File: config.mk
export PLATFORM = sky130hd
export DESIGN_NAME = day3_host_link
export DESIGN_NICKNAME = d
export VERILOG_FILES = /design/src/rtl/day3_host_link.sv
export SDC_FILE = /design/constraint.sdc
export NUM_CORES = 1
export LEC_CHECK = 0
export CORE_UTILIZATION = 50
export CTS_CLUSTER_DIAMETER = 120
export DETAILED_ROUTE_END_ITERATION = 6
export PLACE_DENSITY = 0.79
export SETUP_SLACK_MARGIN = 0.5
export SLEW_MARGIN = 40
export SYNTH_ARGS = -nofsm -noshare
export SYNTH_HDL_FRONTEND = slang
export SYNTH_SLANG_ARGS = --single-unit
File: constraint.sdc
create_clock -name sysclk -period 5 [get_ports sysclk]
set_input_delay 0.5 -clock sysclk [delete_from_list [all_inputs] [get_ports sysclk]]
set_output_delay 0.5 -clock sysclk [all_outputs]
set_load 0.02 [all_outputs]
File: src/rtl/day3_host_link.sv
// day3 host link: frames one solver job over ua_tx and
// collects the 8-byte big-endian result from ua_rx.
module day3_host_link #(
  parameter int MAX_LINE_BYTES = 50,
  parameter int TIMEOUT_CYCLES = 100_000_000
) (
  input  logic        sysclk,
  input  logic        reset,
  input  logic        start,
  input  logic [7:0]  line_len,
  input  logic [11:0] n_lines,
  input  logic [3:0]  n_digits,
  input  logic [7:0]  s_data,
  input  logic        s_valid,
  output logic        s_ready,
  output logic [7:0]  tx_data,
  output logic        tx_xmit,
  input  logic        tx_ready,
  input  logic [7:0]  rx_data,
  input  logic        rx_recd,
  output logic        rx_rst,
  output logic        busy,
  output logic [63:0] result,
  output logic        result_valid,
  output logic        error
);

  localparam logic [8:0]  MAX_LL  = 9'(MAX_LINE_BYTES);
  localparam logic [31:0] TO_LAST = 32'(TIMEOUT_CYCLES - 1);

  typedef enum logic [2:0] {
    S_IDLE, S_HDR, S_LINE, S_RESP, S_ERR
  } state_t;

  typedef enum logic [1:0] {
    T_IDLE, T_WAIT, T_XMIT
  } tx_state_t;

  state_t      state;
  tx_state_t   tst;
  logic [7:0]  ll_q;
  logic [11:0] nl_q;
  logic [3:0]  nd_q;
  logic [19:0] total;
  logic [19:0] sent;
  logic [2:0]  hdr_idx;
  logic [63:0] acc;
  logic [2:0]  rcnt;
  logic [31:0] wd;

  logic [8:0]  two_ll;
  logic        bad_job;
  logic [19:0] prod;
  logic [7:0]  hdr_byte;
  logic        ld_hdr;
  logic        ld_line;
  logic        ld;
  logic [7:0]  ld_byte;
  logic [63:0] acc_nxt;

  assign two_ll  = {line_len, 1'b0};
  assign bad_job = (line_len == 8'd0)
                || ({1'b0, line_len} > MAX_LL)
                || (n_digits == 4'd0)
                || ({5'b0, n_digits} > two_ll);
  assign prod    = 20'(line_len) * 20'(n_lines);
  assign acc_nxt = {acc[55:0], rx_data};

  // A line byte is taken only when no byte is in flight to ua_tx
  assign s_ready = (state == S_LINE)
                && (tst == T_IDLE)
                && (sent != total);

  assign ld_hdr  = (state == S_HDR)
                && (tst == T_IDLE)
                && (hdr_idx != 3'd4);
  assign ld_line = s_valid && s_ready;
  assign ld      = ld_hdr || ld_line;
  assign ld_byte = ld_hdr ? hdr_byte : s_data;

  // Header byte selected by send position
  always_comb begin
    hdr_byte = 8'h00;
    unique case (1'b1)
      (hdr_idx == 3'd0): hdr_byte = 8'hAA;
      (hdr_idx == 3'd1): hdr_byte = ll_q;
      (hdr_idx == 3'd2): hdr_byte = nl_q[11:4];
      default:           hdr_byte = {nl_q[3:0], nd_q};
    endcase
  end

  // Job FSM, tx handshake and response collection
  always_ff @(posedge sysclk) begin
    if (reset) begin
      state        <= S_IDLE;
      tst          <= T_IDLE;
      ll_q         <= 8'd0;
      nl_q         <= 12'd0;
      nd_q         <= 4'd0;
      total        <= 20'd0;
      sent         <= 20'd0;
      hdr_idx      <= 3'd0;
      acc          <= 64'd0;
      rcnt         <= 3'd0;
      wd           <= 32'd0;
      tx_data      <= 8'd0;
      tx_xmit      <= 1'b0;
      rx_rst       <= 1'b1;
      busy         <= 1'b0;
      result       <= 64'd0;
      result_valid <= 1'b0;
      error        <= 1'b0;
    end else begin
      result_valid <= 1'b0;
      rx_rst       <= 1'b0;

      unique case (tst)
        T_IDLE: begin
          if (ld) begin
            tx_data <= ld_byte;
            if (tx_ready) begin
              tx_xmit <= 1'b1;
              tst     <= T_XMIT;
            end else begin
              tst <= T_WAIT;
            end
          end
        end
        T_WAIT: begin
          if (tx_ready) begin
            tx_xmit <= 1'b1;
            tst     <= T_XMIT;
          end
        end
        T_XMIT: begin
          if (!tx_ready) begin
            tx_xmit <= 1'b0;
            tst     <= T_IDLE;
          end
        end
        default: tst <= T_IDLE;
      endcase

      unique case (state)
        S_IDLE: begin
          if (start) begin
            if (bad_job) begin
              error <= 1'b1;
              state <= S_ERR;
            end else begin
              ll_q    <= line_len;
              nl_q    <= n_lines;
              nd_q    <= n_digits;
              total   <= prod;
              sent    <= 20'd0;
              hdr_idx <= 3'd0;
              error   <= 1'b0;
              busy    <= 1'b1;
              state   <= S_HDR;
            end
          end
        end
        S_HDR: begin
          if (ld_hdr) begin
            hdr_idx <= hdr_idx + 3'd1;
          end else if (hdr_idx == 3'd4 && tst == T_IDLE) begin
            state <= S_LINE;
          end
        end
        S_LINE: begin
          if (ld_line) begin
            sent <= sent + 20'd1;
          end else if (sent == total && tst == T_IDLE) begin
            wd    <= 32'd0;
            rcnt  <= 3'd0;
            state <= S_RESP;
          end
        end
        S_RESP: begin
          if (rx_recd && !rx_rst) begin
            acc    <= acc_nxt;
            rcnt   <= rcnt + 3'd1;
            rx_rst <= 1'b1;
            wd     <= 32'd0;
            if (rcnt == 3'd7) begin
              result       <= acc_nxt;
              result_valid <= 1'b1;
              busy         <= 1'b0;
              state        <= S_IDLE;
            end
          end else if (wd == TO_LAST) begin
            error <= 1'b1;
            busy  <= 1'b0;
            state <= S_ERR;
          end else begin
            wd <= wd + 32'd1;
          end
        end
        S_ERR: begin
          busy  <= 1'b0;
          state <= S_IDLE;
        end
        default: state <= S_IDLE;
      endcase
    end
  end

endmodule

# After elaboration in Yosys (flattened, before gate mapping)
# Index checks and enable logic that the tools add are counted.
# word_totals
ff_bits,240
output_inout_bits,78
word_cells,149
# op_classes
addsub,4
multipliers,1
order_cmp,2
eq_ne,31
mux,52
bitwise,3
n_reduce_logical,38
# op_table
operator,count
two-way mux 32 bit,4
one-hot mux 32 bit (2 select lines),1
two-way mux 20 bit,3
two-way mux 3 bit,15
one-hot mux 20 bit (2 select lines),1
"adder 32 x 1 -> 32 bit, second input constant",1
"equality test 32 x 27 -> 1 bit, second input constant",1
"inequality test 2 bit, second input constant",12
one-hot mux 8 bit (3 select lines),1
"adder 20 x 1 -> 20 bit, second input constant",1
equality test 20 bit,1
multiplier 8 x 12 -> 20 bit,1
inequality test 20 bit,1
AND reduction 4 bit,5
two-way mux 1 bit,15
"inequality test 3 bit, second input constant",4
one-hot mux 3 bit (2 select lines),2
one-hot mux 3 bit (4 select lines),1
AND reduction 3 bit,4
"equality test 3 x 2 -> 1 bit, second input constant",3
"equality test 3 bit, second input constant",3
greater-than comparator 4 x 9 -> 1 bit,1
"greater-than comparator 8 x 6 -> 1 bit, second input constant",1
logical AND 1 bit,8
23 further kinds,41

# Logic depth before layout (Yosys ltp)
# Gate-level depths: netlist of run 1.
# logic_depth
ltp_word,7
depth_mapped,18
mapped_depth_nobuf,17

# Worst setup path after synthesis of run 1
# OpenSTA, ideal clock, no wires.
# synth_path
path_kind,input -> register
start,in line_len[7]
end,reg total[19]
setup_time_ns,0.086
arrival_ns,4.576
required_time_ns,4.914
slack_ns,0.338
cell_stages,18
n_path_buf,1
cell_sequence,clkbuf_1 > and2_1 > fa_1 > inv_1 > fa_1 > inv_1 > fa_1 > inv_1 > fa_1 > inv_1 > ha_1 > a21oi_1 > a21oi_1 > o21a_1 > a311oi_1 > nand2b_1 > nor3_1 > a211oi_1
# synth_between
elab_chain_len,6
word_cells_on_any_way,9
# synth_lines
item,line,source
start: declaration,10,"input logic [7:0] line_len,"
"parallel branches: the longest is 6 deep, another holds multiplier 8 x 12 -> 20 bit",n/a,
end signal: assignment,154,total <= prod;
end: declaration,44,logic [19:0] total;
# Several ways; the timed one is not identified.
# A chain may end at the register's enable or synchronous reset.

# Worst setup path after layout of run 1
# layout_path
start,in line_len[5]
end,reg total[19]
# Same word-level chain as after synthesis.

==> results of run 1 <==
## critical path, delay by kind of cell
family                   cells  cell delay, ns
buffers and inverters        4            0.47
AO/OA/AOI/OAI                3            0.74
AND/OR/NAND/NOR              5            0.65
adder cells (fa/ha/maj)      5            2.37
## registers in the layout (all words and copies together), names as in the netlist, 8 cells and up
signal   flops
nl_q        12
wd          32
total       20
result      64
sent        20
tx_data      8
acc         56
ll_q         8
## cells in the mapped netlist, drive strengths merged, types with 3 or more instances
library cell / n
nor4b: 3
a211oi: 22
and4: 6
nor2b: 5
o21ai: 33
xnor2: 7
and3: 15
nor3: 23
a21oi: 198
a21o: 5
xor2: 52
o211ai: 15
clkbuf: 72
nand4: 11
or2: 3
inv: 98
and2: 83
buf: 22
nand2b: 4
o2111ai: 16
nand2: 387
a22oi: 9
or4: 3
mux2i: 5
ha: 51
nand3: 26
nor2: 91
a31o: 3
o41ai: 4
nor4: 14
o31ai: 3
dfxtp: 240
fa: 60
a311oi: 3
or3: 14
## kinds of logic after synthesis
logic type / Yosys count / synth area share
simple gates: 695 / 0.242
mux: 5 / 0.00384
fa+ha+maj: 111 / 0.141
flops: 240 / 0.369
xor+xnor: 59 / 0.0397
compound gates: 324 / 0.147
buf+inv: 192 / 0.0571
## where the power goes
part / leakage [nW] / total, mW / switching, mW / internal [mW]
sequential: 1.94 / 1.97 / 0.0258 / 1.94
combinational: 3.85 / 1.71 / 0.920 / 0.790
clock: 0.409 / 1.85 / 0.765 / 1.09
## through the flow
step                instances  hold slack, ns  setup slack (ns)  area (sq um)
detailed placement       2049           0.443            -0.154         14800
finish                   2094           0.423             0.683         15700
global route             2094           0.441             0.510         15700
CTS                      2094           0.453             0.488         15700
global placement         2049           0.440           -0.0854         14800
floorplan                1626           0.430             0.511         13100
## worst max path at each step
stage                            to  slack (ns)   startpoint  cells after the start
after detailed placement  total[13]       -0.15  line_len[7]                     17
final                     total[19]        0.68  line_len[5]                     17
after floorplan           total[19]        0.51  line_len[7]                     17
after global routing      total[19]        0.51   n_lines[6]                     18
after global placement    total[13]       -0.09  line_len[7]                     17
after CTS                 total[13]        0.49   n_lines[2]                     17
## layout by cell type, fill, tap and decap left out, types with 4 or more instances in the layout
cell | synthesis | final
a211oi_1 | 22 | 22
a21o_1 | 5 | 5
a21oi_1 | 197 | 195
a22oi_1 | 9 | 9
and2_1 | 83 | 83
and3_1 | 15 | 14
and4_1 | 6 | 6
buf_4 | 1 | 64
clkbuf_16 | 0 | 25
clkbuf_8 | 0 | 5
clkdlybuf4s50_1 | 0 | 106
clkinv_2 | 0 | 7
dfxtp_1 | 240 | 240
dlygate4sd2_1 | 0 | 7
dlymetal6s2s_1 | 0 | 8
fa_1 | 60 | 59
ha_1 | 51 | 48
inv_1 | 98 | 97
mux2i_1 | 5 | 5
nand2_1 | 387 | 385
nand3_1 | 26 | 25
nand4_1 | 11 | 11
nor2_1 | 91 | 88
nor2b_1 | 5 | 5
nor3_1 | 22 | 21
nor4_1 | 14 | 14
o2111ai_1 | 16 | 14
o211ai_1 | 15 | 15
o21ai_0 | 30 | 28
o21ai_1 | 3 | 4
o41ai_1 | 4 | 4
or3_1 | 14 | 14
xnor2_1 | 7 | 7
xor2_1 | 52 | 52
## layout make-up
type                       instances  area (sq um)
clock buffer                      31           688
inverter                          98           368
sequential                       240          4800
multi-input combinational       1194          7580
tap                              330           413
fill                            2179          9670
clock inverter                    13           139
timing repair buffer             188          1730
## metal layers
layer	global-route usage	vias up	wire length (microns)
met5	0	-	0
li1	-	5636	-
met3	0.0264	55	1410
met2	0.399	319	15400
met1	0.329	5583	14500
met4	0.0722	0	831
## timing repair
action | CTS | global route
resized for setup | 11 | 20
setup buffers | 1 | 0
pin swaps | 2 | 9
endpoints found under the setup margin | 5 | 10
==> results.md, run 1 <==
* Final core utilization at 0.619
* R2r worst-path depth at 9
* Number of buffers added to fix hold violations after cts at 0
* Worst hold path stage count at 4
* Primary FF master, synth: dfxtp_1
* Count of port buffers added during placement at 123
* Global-route wire length before repair at roughly 53 mm
* Total negative slack for setup checks at 0 ns
* Start point of the worst hold path: n_lines[0]
* Number of antenna violations at the first check in global routing at 0
* Starting density of the core at 0.513
* Critical Path End Type: flop
* Number of buffers created by CTS at 25
* Worst path arrival time at 4.75 ns
* Area fraction of the dominant cell type after synthesis at 0.369
* Final Power at 5.53 mW
* Total via count after detailed routing at 11,600
* Die outline height at 163 microns
* Synthesized instance count at 1,626
* Required time worst endpoint at 5.43 ns
* CP Max Fanout at 6
* Register clock-pin slew on the reported worst setup and hold paths at 0.06 ns
* All-Layer GR Usage at 0.241
* First-pass iteration count of the detailed router at 5
* Slew of the pin with the lowest slew margin at approximately 0.81 ns
* Number of flip-flops and latches in the synthesized netlist at 240
* Number of diodes at 0
* Total overflow reported by the global router at 0
* Worst IR Drop VDD at 0.000267 V
* Number of levels the H-tree was split into at 1
* Weighted congestion reported at the end of routability-driven placement at 0.886
* Final Hold Viols at 0
* X dimension of the die at 163 microns
* Library cell contributing the largest single delay on the critical path: fa_1
* Library cell with the largest summed area after synthesis: dfxtp_1
* Critical path cell sequence: dlygate4sd2_1, nand2_1, fa_1, fa_1, inv_1, fa_1, inv_1, fa_1, inv_2, ha_4, and2_1, o21ai_2, nand3_2, a311oi_2, nand2b_4, nor3_1, a211oi_1
* Cell area after synthesis at 0.0130 sq mm
* Synthesis warning total at 0
* Count of pins on the block boundary at 124
* Max-slew violation count at 0
* Total number of clock tree sinks at 240
* Cell at the root of the clock tree: clkbuf_16
* Remaining number of nets flagged by the antenna check after routing at 0
* Worst setup path class: in -> reg
* Wirelength per Cell at 15.4 microns
* Most used cell, CP: fa_1
* Result of the run: completed
* Pwr/cell area at 352 mW/mm^2
* Setup clock skew after layout at 0.0135 ns
* Final nets at ~1,900
* Slowest Stage Delay on Critical Path at 0.54 ns
* Maximum number of pins on one net before global-route repair at between 100 and 150
* Leakage at 6.20 nW
* Period minus WS final at 4.32 ns
* Sequential fraction of the synthesis area at 0.369
* Worst-Skew Late Latency at 0.53 ns
* Count of standard-cell rows at 58
* Total die area at 0.0267 sq mm
* Sum of net half-perimeters after detailed placement at 22.9 mm
* Endpoints failing setup at 0
* Max clock buf depth at 3
* Residual DRC at 0
* TritonCTS clock tree: yes
* Per-cell via count in the routed design at between 5 and 6
* Worst setup slack for register-to-register paths at 2.10 ns
* Avg Inst Size Synth at 8.01 sq um
* Total nets after synthesis at 1,783
* Detailed Route WL at 32.2 mm
* Max Clock Freq at 232 MHz
* Violation count after the first detailed-route iteration at about 1,000
* Max_cap viols at 0
* Setup repair after global routing missed its margin: false
* Worst hold path class: in -> reg
* Number of enable flip-flop cells after synthesis at 0
* Part of the cycle the worst path needs at 0.863
* Async set or reset register ratio after synthesis at 0
* Hold EP: nl_q[0]
* Reg-to-reg critical path endpoint: wd[15]
* Proportion of layout cells with a drive suffix above 1 at 0.0794
* Total core area at between 0.02 and 0.03 sq mm
* Launch instance of the worst register-to-register path: wd[0]
* Crit path launch type: input pin
* Relative slew margins at 0.460
* Top cells by area in the synthesized netlist: dfxtp_1 37%, nand2_1 11%, fa_1 9.2%, a21oi_1 7.6%, ha_1 4.9%
* Number of global-route vias before repair at 10,800
* Unique masters post-synth at between 50 and 60
* Layout-stage area growth over the synthesis result at 20.8%
(Power assumes the default switching activity.)
==> run 2, diff against run 1 <==
--- a/config.mk
+++ b/config.mk
@@ -6,10 +6,10 @@
 export NUM_CORES = 1
 export LEC_CHECK = 0
 export CORE_UTILIZATION = 50
-export CTS_CLUSTER_DIAMETER = 120
 export DETAILED_ROUTE_END_ITERATION = 6
 export PLACE_DENSITY = 0.79
 export SETUP_SLACK_MARGIN = 0.5
+export SKIP_CTS_REPAIR_TIMING = 1
 export SLEW_MARGIN = 40
 export SYNTH_ARGS = -nofsm -noshare
 export SYNTH_HDL_FRONTEND = slang
==> results.md, run 2 (synthesis results as in run 1) <==
* Worst setup path class: in -> reg
* Launch instance of the worst register-to-register path: wd[0]
* Pwr/cell area at 350 mW/mm^2 (-0.43%)
* Remaining number of nets flagged by the antenna check after routing at 0 (unchanged)
* Leakage at 6.25 nW (+0.85%)
* Residual DRC at 0 (unchanged)
* Final nets at 1,904 (unchanged)
* Setup clock skew after layout at 0.0114 ns (-0.00210 ns)
* Final Hold Viols at 0 (unchanged)
* Starting density of the core at 0.513 (unchanged)
* Busiest layer in global routing: met2
* Total core area at 0.0254 sq mm (unchanged)
* All-Layer GR Usage at 0.240 (-0.000768)
* Most frequent cells in the layout: 385 x nand2_1, 240 x dfxtp_1, 196 x a21oi_1, 107 x clkdlybuf4s50_1, 98 x inv_1
* Slowest Stage Delay on Critical Path at 0.55 ns (about the same)
* Crit path launch type: input pin
* Worst IR Drop VDD at 0.000267 V (+0.14%)
* Largest registers: result: 64 flops, acc: 56 flops, wd: 32 flops
* Total die area at 0.0267 sq mm (unchanged)
* Part of the cycle the worst path needs at 0.874 (+0.0104)
* Max-slew violation count at 0 (unchanged)
* Violation count after the first detailed-route iteration at 1,093 (+4.7%)
* Sum of buffers and inverters on the critical path at 4 (unchanged)
* Final Power at 5.51 mW (-0.44%)
* Total overflow reported by the global router at 0 (unchanged)
* Most used cell, CP: fa_1
* Die outline height at 163 microns (unchanged)
* Max clock buf depth at 3 (unchanged)
* Met1 Resource Use GR at 0.328 (-0.000804)
* Number of diodes at 0 (unchanged)
* Met3 track utilization from global routing at 0.0264 (unchanged)
* X dimension of the die at 163 microns (unchanged)
* Critical Path End Type: flop
* Weighted congestion reported at the end of routability-driven placement at 0.886 (unchanged)
* Start point of the worst hold path: n_lines[1]
* Relative slew margins at 0.472 (+0.0120)
* Total number of clock tree sinks at 240 (unchanged)
* Worst path arrival time at 4.78 ns (+0.03 ns)
* Max Clock Freq at 229 MHz (-1.2%)
* Largest register FFs at 64 (unchanged)
* Number of levels the H-tree was split into at 1 (unchanged)
* Number of antenna violations at the first check in global routing at 0 (unchanged)
* Sum of net half-perimeters after detailed placement at 22.9 mm (unchanged)
* Setup repair after global routing missed its margin: false
* Count of pins on the block boundary at 124 (unchanged)
* Slew of the pin with the lowest slew margin at 0.791 ns (-0.0179 ns)
* Worst hold path class: in -> reg
* Register name with the most flops: result
* Dominant delay contributor by cell family on the critical path: adder cells
* Proportion of layout cells with a drive suffix above 1 at 0.0754 (-0.00397)
* Endpoints failing setup at 0 (unchanged)
* Detailed Route WL at 32.1 mm (-0.32%)
* Number of buffers created by CTS at 25 (unchanged)
* Count of port buffers added during placement at 123 (unchanged)
* Number of global-route vias before repair at 10,800 (-0.25%)
* First-pass iteration count of the detailed router at 6 (+1)
* Most common cell after layout, fill and taps aside: nand2_1
* Maximum number of pins on one net before global-route repair at 121 (unchanged)
* Cell at the root of the clock tree: clkbuf_16
* TritonCTS clock tree: yes
* Worst-Skew Late Latency at 0.53 ns (about the same)
* Required time worst endpoint at 5.41 ns (-0.02 ns)
* Layout-stage area growth over the synthesis result at 20.7% (about the same)
* Critical path cell sequence: clkdlybuf4s50_1, nand2_1, fa_1, fa_1, inv_1, fa_1, inv_1, fa_1, inv_1, ha_4, and2_1, o21ai_2, nand3_2, a31o_2, nand2_1, nor4_1, a311o_1
* Met2 global-route usage at 0.397 (-0.00173)
* Register clock-pin slew on the reported worst setup and hold paths at 0.06 ns (about the same)
* FF+latch area at 0.00480 sq mm (unchanged)
* Global-route wire length before repair at 52.8 mm (-0.31%)
* CP Max Fanout at 4 (-2)
* Total negative slack for setup checks at 0 ns (unchanged)
* Wirelength per Cell at 15.3 microns (-0.32%)
* Max_cap viols at 0 (unchanged)
* Library cell contributing the largest single delay on the critical path: fa_1
* Total via count after detailed routing at 11,500 (-0.78%)
* Result of the run: completed
* First element of the critical path: n_lines[0]
* Period minus WS final at 4.37 ns (+0.0518 ns)
* Per-cell via count in the routed design at 5.49 (-0.78%)
* Count of standard-cell rows at 58 (unchanged)
* Multi-input logic area at 0.00755 sq mm (-0.40%)
* Filler instances at 2,179 (unchanged)
## run 2: worst min-delay path, cell delays in order
cell and delay, ns:
dlymetal6s2s_1 0.15, buf_4 0.15, nand2_1 0.05, a21oi_1 0.05
## run 2: cell type report
type / count / area share
clock inverters: 13 / 0.00883
clock buffers: 31 / 0.0438
repair buffers: 188 / 0.112
flip-flops and latches: 240 / 0.306
well taps: 330 / 0.0263
multi-input cells: 1194 / 0.480
inverters: 98 / 0.0234
## run 2: metrics by stage
step                      instances  worst slack (ns)   util  hold slack (ns)  instance area (sq um)
final                          2094             0.631  0.619            0.427                  15700
after global routing           2094             0.480  0.619            0.444                  15700
after CTS                      2093             0.395  0.616            0.453                  15700
after detailed placement       2049            -0.154  0.584            0.443                  14800
after global placement         2049           -0.0854  0.584            0.440                  14800
after floorplan                1626             0.511      -            0.430                  13100
## run 2: per-layer routing
| layer | wire length (microns) | vias to the layer above |
|---|---|---|
| met5 | 0 | - |
| met4 | 822 | 0 |
| met3 | 1430 | 55 |
| met2 | 15300 | 320 |
| met1 | 14500 | 5487 |
| li1 | - | 5641 |
## run 2: where the power goes
group | internal, mW | switching [mW] | total [mW]
Combinational | 0.777 | 0.907 | 1.68
Sequential | 1.94 | 0.0258 | 1.97
Clock | 1.09 | 0.767 | 1.85
## run 2: final timing paths
kind              slack (ns)          to  depth (start not counted)
hold / removal          0.43     nl_q[1]                          4
setup / recovery        0.63   total[13]                         17
setup reg to reg        2.11      wd[15]                          9
hold reg to reg         0.45  result[57]                          2
==> run 3, diff against run 2 <==
--- a/config.mk
+++ b/config.mk
@@ -10,7 +10,6 @@
 export PLACE_DENSITY = 0.79
 export SETUP_SLACK_MARGIN = 0.5
 export SKIP_CTS_REPAIR_TIMING = 1
-export SLEW_MARGIN = 40
 export SYNTH_ARGS = -nofsm -noshare
 export SYNTH_HDL_FRONTEND = slang
 export SYNTH_SLANG_ARGS = --single-unit
==> results.md, run 3 (synthesis results as in run 1) <==
* Residual DRC at 0 (unchanged)
* Number of global-route vias before repair at 10,800 (unchanged)
* Die outline height at 163 microns (unchanged)
* Critical Path End Type: flop
* Power dissipated by switching net loads at 1.71 mW (+0.47%)
* Global-route wire length before repair at 52.8 mm (unchanged)
* Weighted congestion reported at the end of routability-driven placement at 0.886 (unchanged)
* Starting density of the core at 0.513 (unchanged)
* Most common cell after layout, fill and taps aside: nand2_1
* Sw frac at 0.309 (+0.000744)
* Crit path launch type: input pin
* Result of the run: completed
* Total overflow reported by the global router at 0 (unchanged)
* Count of port buffers added during placement at 123 (unchanged)
* Seq pwr share at 0.357 (about the same)
* Final Hold Viols at 0 (unchanged)
* Period minus WS final at 4.37 ns (+0.00132 ns)
* Detailed Route WL at 32.1 mm (+0.15%)
* Non-Filler Cell Area, Final at 0.0157 sq mm (about the same)
* Relative slew margins at 0.394 (-0.0774)
* Final nets at 1,904 (unchanged)
* First-pass iteration count of the detailed router at 5 (-1)
* Setup repair after global routing missed its margin: false
* Power Internal at 3.81 mW (+0.12%)
* Slew of the pin with the lowest slew margin at 0.909 ns (+0.118 ns)
* Register clock-pin slew on the reported worst setup and hold paths at 0.06 ns (about the same)
* Max clock buf depth at 3 (unchanged)
* Worst hold path class: in -> reg
* Per-cell via count in the routed design at 5.52 (+0.57%)
* Wirelength per Cell at 15.3 microns (+0.15%)
* Required time worst endpoint at 5.41 ns (about the same)
* Setup clock skew after layout at 0.0124 ns (+0.000980 ns)
* Number of antenna violations at the first check in global routing at 0 (unchanged)
* Total negative slack for setup checks at 0 ns (unchanged)
* Pwr/cell area at 351 mW/mm^2 (+0.18%)
* Total die area at 0.0267 sq mm (unchanged)
* Count of pins on the block boundary at 124 (unchanged)
* Worst setup path class: in -> reg
* Total via count after detailed routing at 11,600 (+0.57%)
* Number of levels the H-tree was split into at 1 (unchanged)
* Worst path arrival time at 4.78 ns (about the same)
* Worst-Skew Late Latency at 0.53 ns (about the same)
* Maximum number of pins on one net before global-route repair at 121 (unchanged)
* Sum of net half-perimeters after detailed placement at 22.9 mm (unchanged)
* All-Layer GR Usage at 0.240 (unchanged)
* Most frequent cells in the layout: 385 x nand2_1, 240 x dfxtp_1, 196 x a21oi_1, 107 x clkdlybuf4s50_1, 98 x inv_1
* Largest register FFs at 64 (unchanged)
* Layout-stage area growth over the synthesis result at 20.8% (about the same)
* X dimension of the die at 163 microns (unchanged)
* CP Max Fanout at 4 (unchanged)
* Number of diodes at 0 (unchanged)
* Register name with the most flops: result
* Total core area at 0.0254 sq mm (unchanged)
* Worst IR Drop VDD at 0.000267 V (-0.19%)
* Proportion of layout cells with a drive suffix above 1 at 0.0765 (+0.00113)
* Total number of clock tree sinks at 240 (unchanged)
* Post-detailed-placement cell area at 0.0148 sq mm (unchanged)
* Leakage at 6.25 nW (about the same)
* Combinational fraction of design power at 0.307 (about the same)
* Worst-case setup slack after placement at -0.154 ns (unchanged)
* Critical path cell sequence: clkdlybuf4s50_1, nand2_1, fa_1, fa_1, inv_1, fa_1, inv_1, fa_1, inv_1, ha_4, and2_1, o21ai_2, nand3_2, a31o_2, nand2_1, nor4_1, a311o_1
* Post-route worst hold slack at 0.430 ns (+0.00358 ns)
* Count of standard-cell rows at 58 (unchanged)
* Slowest Stage Delay on Critical Path at 0.55 ns (about the same)
* Final core utilization at 0.619 (about the same)
* Remaining number of nets flagged by the antenna check after routing at 0 (unchanged)
* Part of the cycle the worst path needs at 0.874 (about the same)
* Max_cap viols at 0 (unchanged)
* Library cell contributing the largest single delay on the critical path: fa_1
* Max Clock Freq at 229 MHz (about the same)
* Most used cell, CP: fa_1
* Cell at the root of the clock tree: clkbuf_16
* Number of buffers created by CTS at 25 (unchanged)
* Endpoints failing setup at 0 (unchanged)
* Max-slew violation count at 0 (unchanged)
* Clk network pwr share at 0.336 (about the same)
* Worst setup slack after layout at 0.630 ns (-0.00132 ns)
* Violation count after the first detailed-route iteration at 1,078 (-1.4%)
* TritonCTS clock tree: yes
* Largest registers: result: 64 flops, acc: 56 flops, wd: 32 flops
==> run 3: routing by layer <==
metal / vias to the layer above / global-route usage / share of wire
met3: 57 / 0.0264 / 0.043
met1: 5574 / 0.328 / 0.46
met2: 293 / 0.397 / 0.48
met4: 0 / 0.0722 / 0.026
li1: 5644 / - / -
met5: - / 0 / 0
==> run 3: path summary, 6_finish.rpt <==
check | startpoint | to | slack, ns | depth (start not counted)
worst max-delay path | n_lines[0] | total[13] | 0.63 | 17
worst min-delay path | n_lines[1] | nl_q[1] | 0.43 | 4
worst max register to register | wd[0] | wd[15] | 2.10 | 9
worst min register to register | result[22] | result[22] | 0.45 | 2
==> run 3: cell type report <==
type / instances / area, sq um
clock buffer: 31 / 688
clock inverter: 13 / 139
fill: 2174 / 9670
inverter: 98 / 368
multi-input combinational: 1194 / 7560
sequential: 240 / 4800
tap: 330 / 413
timing repair buffer: 188 / 1760
==> run 3: worst max-delay path, delay by kind of cell <==
kind | cells | cell delay [ns]
buf+inv | 4 | 0.65
fa+ha+maj | 5 | 2.33
simple gates | 5 | 0.53
compound gates | 3 | 0.76
==> run 3: power groups by stage <==
stage	clock [mW]	sequential (mW)	combinational, mW
floorplan	0	2.01	1.13
global placement	0	2.01	1.60
detailed placement	0	2.01	1.64
CTS	1.88	1.97	1.65
global route	1.96	1.97	1.90
finish	1.85	1.97	1.70
==> run 3: metrics by stage <==
| step | total power [mW] | instances |
|---|---|---|
| 6_report | 5.52 | 2094 |
| 5_1_grt | 5.84 | 2094 |
| 4_1_cts | 5.50 | 2093 |
| 3_5_place_dp | 3.66 | 2049 |
| 3_3_place_gp | 3.61 | 2049 |
| 2_1_floorplan | 3.14 | 1626 |
